==> src/rtl/display_scheduler.sv <==
// display_scheduler: round-robin time-sharing of the 8-digit hex display
// between four requesters, with a fixed dwell per grant and an optional
// blanking gap whenever the shown source changes.
module display_scheduler #(
  parameter int DWELL = 100_000_000,
  parameter int GAP   = 1000,
  parameter int CW    = 32
) (
  input  logic         clk,
  input  logic         reset,
  input  logic [3:0]   req,
  input  logic [127:0] data_in,
  output logic [31:0]  num_out,
  output logic         power_on,
  output logic [3:0]   grant,
  output logic [1:0]   active_id,
  output logic [3:0]   done
);

  // state  | meaning
  // S_IDLE | nothing requested, display blanked, num_out held
  // S_SHOW | source r_cur on screen, counting the dwell
  // S_GAP  | blank interval before pending winner r_pend is re-arbitrated
  typedef enum logic [1:0] {S_IDLE, S_SHOW, S_GAP} state_t;

  localparam logic [CW-1:0] DWELL_LAST = CW'(DWELL - 1);
  localparam logic [CW-1:0] GAP_LAST   = (GAP > 0) ? CW'(GAP - 1) : '0;

  state_t        r_state, w_state_nxt;
  logic [1:0]    r_cur, w_cur_nxt;
  logic [1:0]    r_pend, w_pend_nxt;
  logic [CW-1:0] r_cnt, w_cnt_nxt;
  logic [2:0]    w_pick_cur, w_pick_pend;
  logic          w_show_end;
  logic [3:0]    w_grant_nxt;
  logic          w_pwr_nxt;
  logic [31:0]   w_num_nxt;
  logic [1:0]    w_aid_nxt;

  // First set request searching from s upward (mod 4); {found, index}.
  function automatic logic [2:0] pick(input logic [3:0] r, input logic [1:0] s);
    logic [2:0] res;
    logic [1:0] idx;
    res = 3'b000;
    for (int k = 3; k >= 0; k--) begin
      idx = s + 2'(k);
      if (r[idx]) res = {1'b1, idx};
    end
    return res;
  endfunction

  assign w_pick_cur  = pick(req, r_cur + 2'd1);
  assign w_pick_pend = pick(req, r_pend);
  assign w_show_end  = (r_cnt == DWELL_LAST) || !req[r_cur];

  // State, pointers, counter and registered outputs.
  always_ff @(posedge clk) begin
    if (reset) begin
      r_state   <= S_IDLE;
      r_cur     <= 2'd3;
      r_pend    <= 2'd0;
      r_cnt     <= '0;
      grant     <= 4'b0;
      power_on  <= 1'b0;
      num_out   <= 32'b0;
      active_id <= 2'd0;
    end else begin
      r_state   <= w_state_nxt;
      r_cur     <= w_cur_nxt;
      r_pend    <= w_pend_nxt;
      r_cnt     <= w_cnt_nxt;
      grant     <= w_grant_nxt;
      power_on  <= w_pwr_nxt;
      num_out   <= w_num_nxt;
      active_id <= w_aid_nxt;
    end
  end

  // Next-state: arbitration at dwell end and gap end; counter cleared on every entry.
  always_comb begin
    w_state_nxt = r_state;
    w_cur_nxt   = r_cur;
    w_pend_nxt  = r_pend;
    w_cnt_nxt   = r_cnt + CW'(1);
    case (r_state)
      S_IDLE: begin
        w_cnt_nxt = '0;
        if (w_pick_cur[2]) begin
          w_state_nxt = S_SHOW;
          w_cur_nxt   = w_pick_cur[1:0];
        end
      end
      S_SHOW: begin
        if (w_show_end) begin
          w_cnt_nxt = '0;
          if (!w_pick_cur[2]) begin
            w_state_nxt = S_IDLE;
          end else if (w_pick_cur[1:0] == r_cur || GAP == 0) begin
            w_cur_nxt = w_pick_cur[1:0];
          end else begin
            w_state_nxt = S_GAP;
            w_pend_nxt  = w_pick_cur[1:0];
          end
        end
      end
      S_GAP: begin
        if (r_cnt == GAP_LAST) begin
          w_cnt_nxt = '0;
          if (w_pick_pend[2]) begin
            w_state_nxt = S_SHOW;
            w_cur_nxt   = w_pick_pend[1:0];
          end else begin
            w_state_nxt = S_IDLE;
          end
        end
      end
      default: begin
        w_state_nxt = S_IDLE;
        w_cnt_nxt   = '0;
      end
    endcase
  end

  // Outputs: registered values follow the next state so grant and data appear together;
  // done is decoded from the current dwell count and the live request.
  always_comb begin
    w_grant_nxt = 4'b0;
    w_pwr_nxt   = 1'b0;
    w_num_nxt   = num_out;
    w_aid_nxt   = active_id;
    done        = 4'b0;
    if (w_state_nxt == S_SHOW) begin
      w_grant_nxt = 4'b1 << w_cur_nxt;
      w_pwr_nxt   = 1'b1;
      w_num_nxt   = data_in[{w_cur_nxt, 5'b0} +: 32];
      w_aid_nxt   = w_cur_nxt;
    end
    if (r_state == S_SHOW && r_cnt == DWELL_LAST && req[r_cur]) done[r_cur] = 1'b1;
  end

endmodule

==> config.mk <==
export PLATFORM = sky130hd
export DESIGN_NAME = display_scheduler
export DESIGN_NICKNAME = d
export VERILOG_FILES = /design/src/rtl/display_scheduler.sv
export SDC_FILE = /design/constraint.sdc
export NUM_CORES = 1
export LEC_CHECK = 0
export BUFFER_PORTS_ARGS = -buffer_cell sky130_fd_sc_hd__buf_2
export CORE_MARGIN = 2
export CORE_UTILIZATION = 40
export CTS_BUF_LIST = sky130_fd_sc_hd__clkbuf_4 sky130_fd_sc_hd__clkbuf_8 sky130_fd_sc_hd__clkbuf_16
export CTS_CLUSTER_DIAMETER = 200
export DETAILED_ROUTE_END_ITERATION = 6
export PLACE_DENSITY = 0.66
export SYNTH_ARGS = -nofsm -noshare
export SYNTH_HDL_FRONTEND = slang
export SYNTH_SLANG_ARGS = --single-unit
==> constraint.sdc <==
create_clock -name clk -period 3.72 [get_ports clk]
set_input_delay 0.372 -clock clk [delete_from_list [all_inputs] [get_ports clk]]
set_output_delay 0.372 -clock clk [all_outputs]
set_load 0.03 [all_outputs]
After elaboration in Yosys (flattened, before gate mapping):

Cells that the tools add are included.
Widths: inputs -> output; s select.

* add/subtract/negate cells: 8
* $lt $le $gt $ge: 10
* eq/ne operators: 6
* shift-type cells: 2
* multiplexer cells: 47
* bitwise logic cells: 2
* reduce and logical (&&, ||, !) cells: 8

Operators with widths (number)
* $shiftx 128x8->32: 1
* $mux 32: 2
* $pmux 32 s2: 1
* $add 32x1->32 const B: 1
* $eq 32x10->1 const B: 1
* $eq 32x27->1 const B: 1
* $lt 2x3->1 const B: 9
* $mux 3: 8
* $mux 2: 11
* $bmux 1 s2: 9
* $mux 1: 12
* $pmux 2 s3: 2
* $add 2x2->2 const B: 4
* $add 2x1->2 const B: 3
* $eq 2x1->1 const B: 2
* $mux 4: 1
* $reduce_and 4->1: 1
* $shl 1x2->4 const A: 1
* $logic_and 1x1->1: 3
* $demux 1 s2: 1
* $eq 2x2->1: 1
* $eq 2x2->1 const B: 1
* $ge 2x1->1 const B: 1
* $logic_not 2->1: 1
* other kinds (4): 5

* register bits after elaboration: 77
* input bits: 134
* output and inout port bits: 43
* word-level logic and storage cells: 91

Depth between registers and ports, before layout:

Gate-level depths: netlist of run 1.

* depth in word-level cells: 16
* gate-level depth with buffers: 13

Worst setup path after synthesis of run 1:

No wires, ideal clock.

* path type: register to register
* start point: reg r_cur[0]
* end point: reg num_out[20]
* data arrival time: 2.632 ns
* data required time: 3.596 ns
* setup slack: 0.964 ns
* cell stages (with the launch flop): 14
* buffers on the path: 4
* path through: dfxtp_1 > buf_2 > inv_1 > ha_1 > nand2b_1 > a21oi_1 > and4b_1 > a211o_1 > and3_1 > clkbuf_1 > buf_2 > buf_2 > a211oi_1 > o31ai_1

* cells in the longest elaborated chain, start to end: 14

RTL lines
* from (decl): RTL line 30 `logic [1:0] r_cur, w_cur_nxt;`
* from (signal assigned): RTL line 69 `r_cur <= w_cur_nxt;`
* $add 2x1->2: RTL line 52 `assign w_pick_cur = pick(req, r_cur + 2'd1);`
* $add 2x2->2: RTL line 46 `idx = s + 2'(k);`
* $bmux 1 s2: RTL line 47 `if (r[idx]) res = {1'b1, idx};`
* $mux 1 (implied by the code): RTL line 47
* $mux 3 (4 in a row): RTL line 47
* $eq 2x2->1: RTL line 98 `end else if (w_pick_cur[1:0] == r_cur || GAP == 0) begin`
* $mux 2: RTL line 98
* $mux 2: RTL line 96 `if (!w_pick_cur[2]) begin`
* $mux 2: RTL line 94 `if (w_show_end) begin`
* $pmux 2 s3: RTL line 85 `case (r_state)`
* $shiftx 128x8->32 / $eq 2x1->1 (equally long branches): RTL line 135, 132
* to (signal assigned): RTL line 74 `num_out <= w_num_nxt;`
* to (decl): RTL line 13 `output logic [31:0] num_out,`

Several ways; a longest one is shown, not always the timed one. The select of a mux whose other input is x is not followed.
A chain may end at the register's enable or synchronous reset.

Worst setup path in the final report of run 1:

* start point: reg r_cur[0]
* end point: reg num_out[13]

Same word-level chain as after synthesis.

==> results of run 1 <==
[power breakdown]
group	internal, mW	switching (mW)	leakage (nW)
clock	0.674	0.353	0.173
sequential	0.999	0.103	0.629
combinational	0.975	1.92	1.95
total	2.65	2.38	2.75
[state kept, by name, indices dropped and copies added, names as in the netlist]
| signal | flops |
|---|---|
| active_id | 2 |
| grant | 4 |
| num_out | 32 |
| power_on | 1 |
| r_cnt | 32 |
| r_cur | 2 |
| r_pend | 2 |
| r_state | 2 |
[per-layer routing]
metal | part of all wire | up-vias | GRT usage
li1 | - | 2630 | -
met1 | 0.43 | 2572 | 0.312
met2 | 0.48 | 222 | 0.375
met3 | 0.069 | 24 | 0.0539
met4 | 0.021 | 0 | 0.0707
met5 | 0 | - | 0
[cells in the mapped netlist (3+ instances only)]
cell	n
nor3_1	11
buf_1	3
nand2_1	26
and3_1	11
nor4_1	5
xnor2_1	14
a31oi_1	64
buf_4	7
nor2_1	53
o31ai_1	32
dfxtp_1	77
buf_6	3
nand2b_1	3
nand3_1	15
inv_1	76
o21ai_1	13
xor2_1	16
and2_1	8
o21ai_0	29
a211oi_1	65
ha_1	9
clkbuf_1	31
buf_2	13
a21oi_1	10
nand4_1	10
nor2b_1	3
[per-stage QoR]
stage | setup slack (ns) | util | instance area (um^2)
2_1_floorplan | 0.964 | - | 4970
3_3_place_gp | 0.366 | 0.489 | 5900
3_5_place_dp | 0.257 | 0.489 | 5900
4_1_cts | 0.256 | 0.518 | 6250
5_1_grt | 0.0988 | 0.519 | 6260
6_report | 0.364 | 0.519 | 6260
[cell families after synthesis]
| family | Yosys count | synth area share |
|---|---|---|
| AND/OR/NAND/NOR | 161 | 0.170 |
| multiplexers | 3 | 0.00856 |
| buffers and inverters | 133 | 0.113 |
| XOR/XNOR | 30 | 0.0528 |
| adder cells (fa/ha/maj) | 9 | 0.0226 |
| flip-flops | 77 | 0.310 |
| AO/OA/AOI/OAI | 233 | 0.323 |
[area by class of cell]
class | instances | area (um^2)
Fill cell | 1166 | 5800
Timing Repair Buffer | 187 | 963
Tap cell | 168 | 210
Inverter | 76 | 285
Clock buffer | 10 | 239
Sequential cell | 77 | 1540
Clock inverter | 6 | 109
Multi-Input combinational cell | 436 | 2910
[worst max-delay path by stage]
stage,end,depth (start not counted),start
floorplan,num_out[20]$_SDFFE_PP0N_,13,r_cur[0]$_SDFF_PP1_
finish,num_out[13]$_SDFFE_PP0N_,10,r_cur[0]$_SDFF_PP1_
global route,num_out[2]$_SDFFE_PP0N_,10,r_cur[0]$_SDFF_PP1_
CTS,num_out[13]$_SDFFE_PP0N_,10,r_cur[0]$_SDFF_PP1_
detailed placement,num_out[24]$_SDFFE_PP0N_,9,r_cur[0]$_SDFF_PP1_
global placement,num_out[31]$_SDFFE_PP0N_,10,r_cur[0]$_SDFF_PP1_
[what timing repair did]
action                                  in CTS  in global routing
setup buffers                                0                  0
resized for setup                            0                  2
endpoints found under the setup margin       0                 30
==> metrics.txt, run 1 <==
P&R area growth vs syn 25.9%; hold_buf cts 0; CP delay by family, top compound AO/OA/AOI/OAI gates; relative slew slack 0.521; n_diodes 0; Unique masters post-synth 56; first-pass GRT wire length approximately 25000 um; TritonRoute pass-1 iters 4; Max Buffers Root-to-Sink 2; Ys Warns 0; Hold Crit Class primary input to register; Crit Path Class register to register; detailed router's first-iteration violation count just under 400; Pwr Total 5.02 mW; sum of buffers and inverters on the critical path 2; Startpoint Class register; post-synth top area share 0.310; FFs w/ async S/R, synth 0; WHS 0.346 ns; unrepaired setup endpoints after global routing no; Placed Instances approximately 940; peak supply drop roughly 0.55 mV; r2r endpoint num_out[13]$_SDFFE_PP0N_; die height 115 um; WL per Instance between 15 and 20 um; CP endpoint kind register; H-tree levels 3; Post-DRT Antenna Nets 0; Initial Util 0.412; total number of vias 5448; Post-synth top flop dfxtp_1; Max Fclk just under 300 MHz; CTS clock-pin slew for the worst setup and hold paths 0.06 ns; Avg Inst Size Synth 7.70 um^2; largest net degree at the start of global routing just under 70; vias per inst 5.68; crit-path max FO 21; ratio of cells with drive above 1 in the final layout 0.277; die area ~13000 um^2; Post-synth EDFFs 0; vias in the first global route roughly 5000; sequential area share after synthesis 0.310; CP arrival between 3 and 4 ns; Worst R2R Setup Slack 0.36 ns; Rows 40; largest area contributor in the netlist dfxtp_1; Clock Sinks between 70 and 80; Placeable Area roughly 12000 um^2; die span in x about 120 um; mapped cell area approximately 5000 um^2; Total Routed Length about 16000 um; CTS Buf Count 9; TritonCTS clock tree built; FF+latch count, synth 77; Post-Synthesis Cells ~650; most frequent cells in the layout 176 x buf_2, 77 x dfxtp_1, 76 x inv_1; commonest non-fill, non-tap cell in the layout buf_2; ranking of synthesized cells by area dfxtp_1 31%, a211oi_1 9.8%, a31oi_1 8.1%, inv_1 5.7%, o31ai_1 4.8%; Max Slew Vio Count 0; Worst EP required a little under 4 ns; GR Overflow Total 0; Reg2Reg Launch Point r_cur[0]$_SDFF_PP1_; final hold violations 0; CP peak stage delay about 0.52 ns; latest clock arrival within the worst-skew pair 0.34 ns; crit path max-delay cell type dfxtp_1; Final nets between 900 and 1000; leak pwr 2.75 nW; FF-to-FF path depth 10; CTS Root Cell clkbuf_16; power density over the cells 802 nW/um^2; worst-margin pin slew a little over 0.7 ns; Final HPWL DP ~11000 um; Non-Filler Instances 960; Post-Syn Nets between 700 and 800; critical path cell sequence inv_1 > ha_1 > nand2b_1 > a21oi_1 > o32a_1 > a32o_2 > a22o_1 > nand3_4 > buf_4 > o31ai_1; All-Layer GR Usage 0.233; maxcap violations 0; status finished, final reports clean; HP Start reset; Final period util 0.902; minimum clock period 3.36 ns; GPL Wtd Cong ~0.90; final setup TNS 0 ns; # setup viols final 0; final clock skew between 0.008 and 0.009 ns; Hold Path Depth 2; I/O pins 177; Post-route DRC 0; hold endpoint r_pend[0]$_SDFFE_PP0P_; Buffers on Ports roughly 180; antenna violations before repair 0
(Power assumes the default switching activity.)
==> run 2, diff against run 1 <==
--- a/config.mk
+++ b/config.mk
@@ -11,7 +11,7 @@
 export CTS_BUF_LIST = sky130_fd_sc_hd__clkbuf_4 sky130_fd_sc_hd__clkbuf_8 sky130_fd_sc_hd__clkbuf_16
 export CTS_CLUSTER_DIAMETER = 200
 export DETAILED_ROUTE_END_ITERATION = 6
-export PLACE_DENSITY = 0.66
+export PLACE_DENSITY = 0.71
 export SYNTH_ARGS = -nofsm -noshare
 export SYNTH_HDL_FRONTEND = slang
 export SYNTH_SLANG_ARGS = --single-unit
==> run 2 against run 1 <==
Compared with the run above:
- sequential power about the same
- clock skew up 0.00080 ns
- combinational power up 1%
- critical path depth unchanged
- cell area down 0.24%
- power down 0.32%
- worst setup slack better by 0.072 ns
==> metrics.txt, run 2 (same netlist as run 1, synthesis figures left out) <==
status finished, final reports clean; WL per Instance 16.4 um (-1.2%); Rows 40 (unchanged); final core occ 0.518 (-0.00125); vias per inst 5.51 (-2.9%); sum of buffers and inverters on the critical path 2 (unchanged); Max Buffers Root-to-Sink 2 (unchanged); Fillers 1211 (+3.9%); Final nets 929 (-0.11%); unrepaired setup endpoints after global routing no; GR Overflow Total 0 (unchanged); TritonRoute pass-1 iters 5 (+1); M1 WL 6890 um (+0.88%); top sig layer met4; GPL Wtd Cong 0.891 (-1.3%); Post-CTS Setup Bufs 0 (unchanged); Hold Crit Class primary input to register; relative slew slack 0.501 (-0.0196); Final HPWL DP 10900 um (-3.1%); Pwr Total 5.01 mW (-0.32%); I/O pins 177 (unchanged); critical path cell sequence inv_1 > ha_1 > nand2b_1 > a21oi_1 > o32a_1 > a32o_2 > a22o_1 > nand3_4 > buf_4 > o31ai_1; vias in the first global route 4826 (-3.7%); CP endpoint kind register; H-tree levels 3 (unchanged); latest clock arrival within the worst-skew pair 0.34 ns (about the same); final hold violations 0 (unchanged); power density over the cells 802 nW/um^2 (about the same); maxcap violations 0 (unchanged); final clock skew 0.00896 ns (+0.000803 ns); n_diodes 0 (unchanged); met2 wire length 7460 um (-2.9%); hold_buf cts 0 (unchanged); CTS Buf Count 9 (unchanged); WHS 0.333 ns (-0.0132 ns); total number of vias 5286 (-3.0%); Initial Util 0.412 (unchanged); die area 13300 um^2 (unchanged); leak pwr 2.74 nW (-0.52%); Startpoint Class register; Total Routed Length 15700 um (-1.3%); TritonCTS clock tree built; # setup viols final 0 (unchanged); Multi-input gate area 2920 um^2 (+0.39%); worst-margin pin slew 0.748 ns (+0.0295 ns); antenna violations before repair 0 (unchanged); Final period util 0.883 (-0.0194); commonest non-fill, non-tap cell in the layout buf_2; CP delay by family, top compound AO/OA/AOI/OAI gates; Detail Route met3 WL 1000 um (-8.2%); detailed router's first-iteration violation count 444 (+12%); die span in x 115 um (unchanged); crit path max-delay cell type dfxtp_1; crit-path max FO 22 (+4.8%); Crit Path Class register to register; first-pass GRT wire length 24700 um (-0.56%); Buffers on Ports 176 (unchanged); CP arrival 3.53 ns (-0.07 ns); ratio of cells with drive above 1 in the final layout 0.276 (-0.000915); final setup TNS 0 ns (unchanged); All-Layer GR Usage 0.231 (-0.00182); die height 115 um (unchanged); CP peak stage delay 0.51 ns (about the same); Max Slew Vio Count 0 (unchanged); Post-route DRC 0 (unchanged); Worst EP required 3.97 ns (about the same); Placeable Area 12100 um^2 (unchanged); CTS Root Cell clkbuf_16; most frequent cells in the layout 176 x buf_2, 77 x dfxtp_1, 76 x inv_1; Clock Sinks 77 (unchanged); CTS clock-pin slew for the worst setup and hold paths 0.06 ns (about the same); Register Area 1540 um^2 (unchanged); largest net degree at the start of global routing 68 (unchanged); Post-DRT Antenna Nets 0 (unchanged); peak supply drop 0.556 mV (+0.97%); minimum clock period 3.28 ns (-0.0723 ns); largest registers num_out x32, r_cnt x32, grant x4; Max Fclk 305 MHz (+2.2%); P&R area growth vs syn 25.6%
## run 2: cell count changes in the layout (fill, tap and decap cells not counted)
cell / delta
buf_4: -1
bufinv_16: -1
clkbuf_4: +1
clkinv_2: -1
clkinv_4: +1
nand4bb_2: -1
nand4bb_4: +1
## run 2: per-stage QoR
stage | instances | cell area (um^2) | worst slack [ns]
floorplan | 646 | 4970 | 0.964
global placement | 943 | 5900 | 0.278
detailed placement | 943 | 5900 | 0.215
CTS | 959 | 6230 | 0.193
global route | 959 | 6240 | 0.181
finish | 959 | 6240 | 0.437
## run 2: metal layers
layer  up-vias  track usage
met4         0       0.0892
met3        30       0.0418
met5         -            0
met1      2452        0.313
met2       183        0.367
li1       2621            -
## run 2: what timing repair did
item                                    4_1_cts  5_1_grt
endpoints found under the setup margin        0       32
endpoints found under the hold margin         0        0
gates resized for setup                       0        2
## run 2: layout make-up
cell class / instances / area share
multi-input combinational: 436 / 0.468
sequential: 77 / 0.247
timing repair buffer: 186 / 0.153
inverter: 76 / 0.0457
clock buffer: 11 / 0.0395
tap: 168 / 0.0337
clock inverter: 5 / 0.0132
## run 2: where the power goes
| group | switching (mW) | internal [mW] | leakage, nW |
|---|---|---|---|
| clock | 0.359 | 0.616 | 0.164 |
| sequential | 0.106 | 0.999 | 0.629 |
| combinational | 1.94 | 0.981 | 1.94 |
| total | 2.41 | 2.60 | 2.74 |
## run 2: final timing paths
kind,end,slack (ns),cells after the start,start
setup / recovery,num_out[18]$_SDFFE_PP0N_,0.44,10,r_cur[0]$_SDFF_PP1_
hold / removal,r_pend[1]$_SDFFE_PP0P_,0.33,2,reset
setup reg to reg,num_out[18]$_SDFFE_PP0N_,0.44,10,r_cur[0]$_SDFF_PP1_
hold reg to reg,num_out[5]$_SDFFE_PP0N_,0.47,2,num_out[5]$_SDFFE_PP0N_
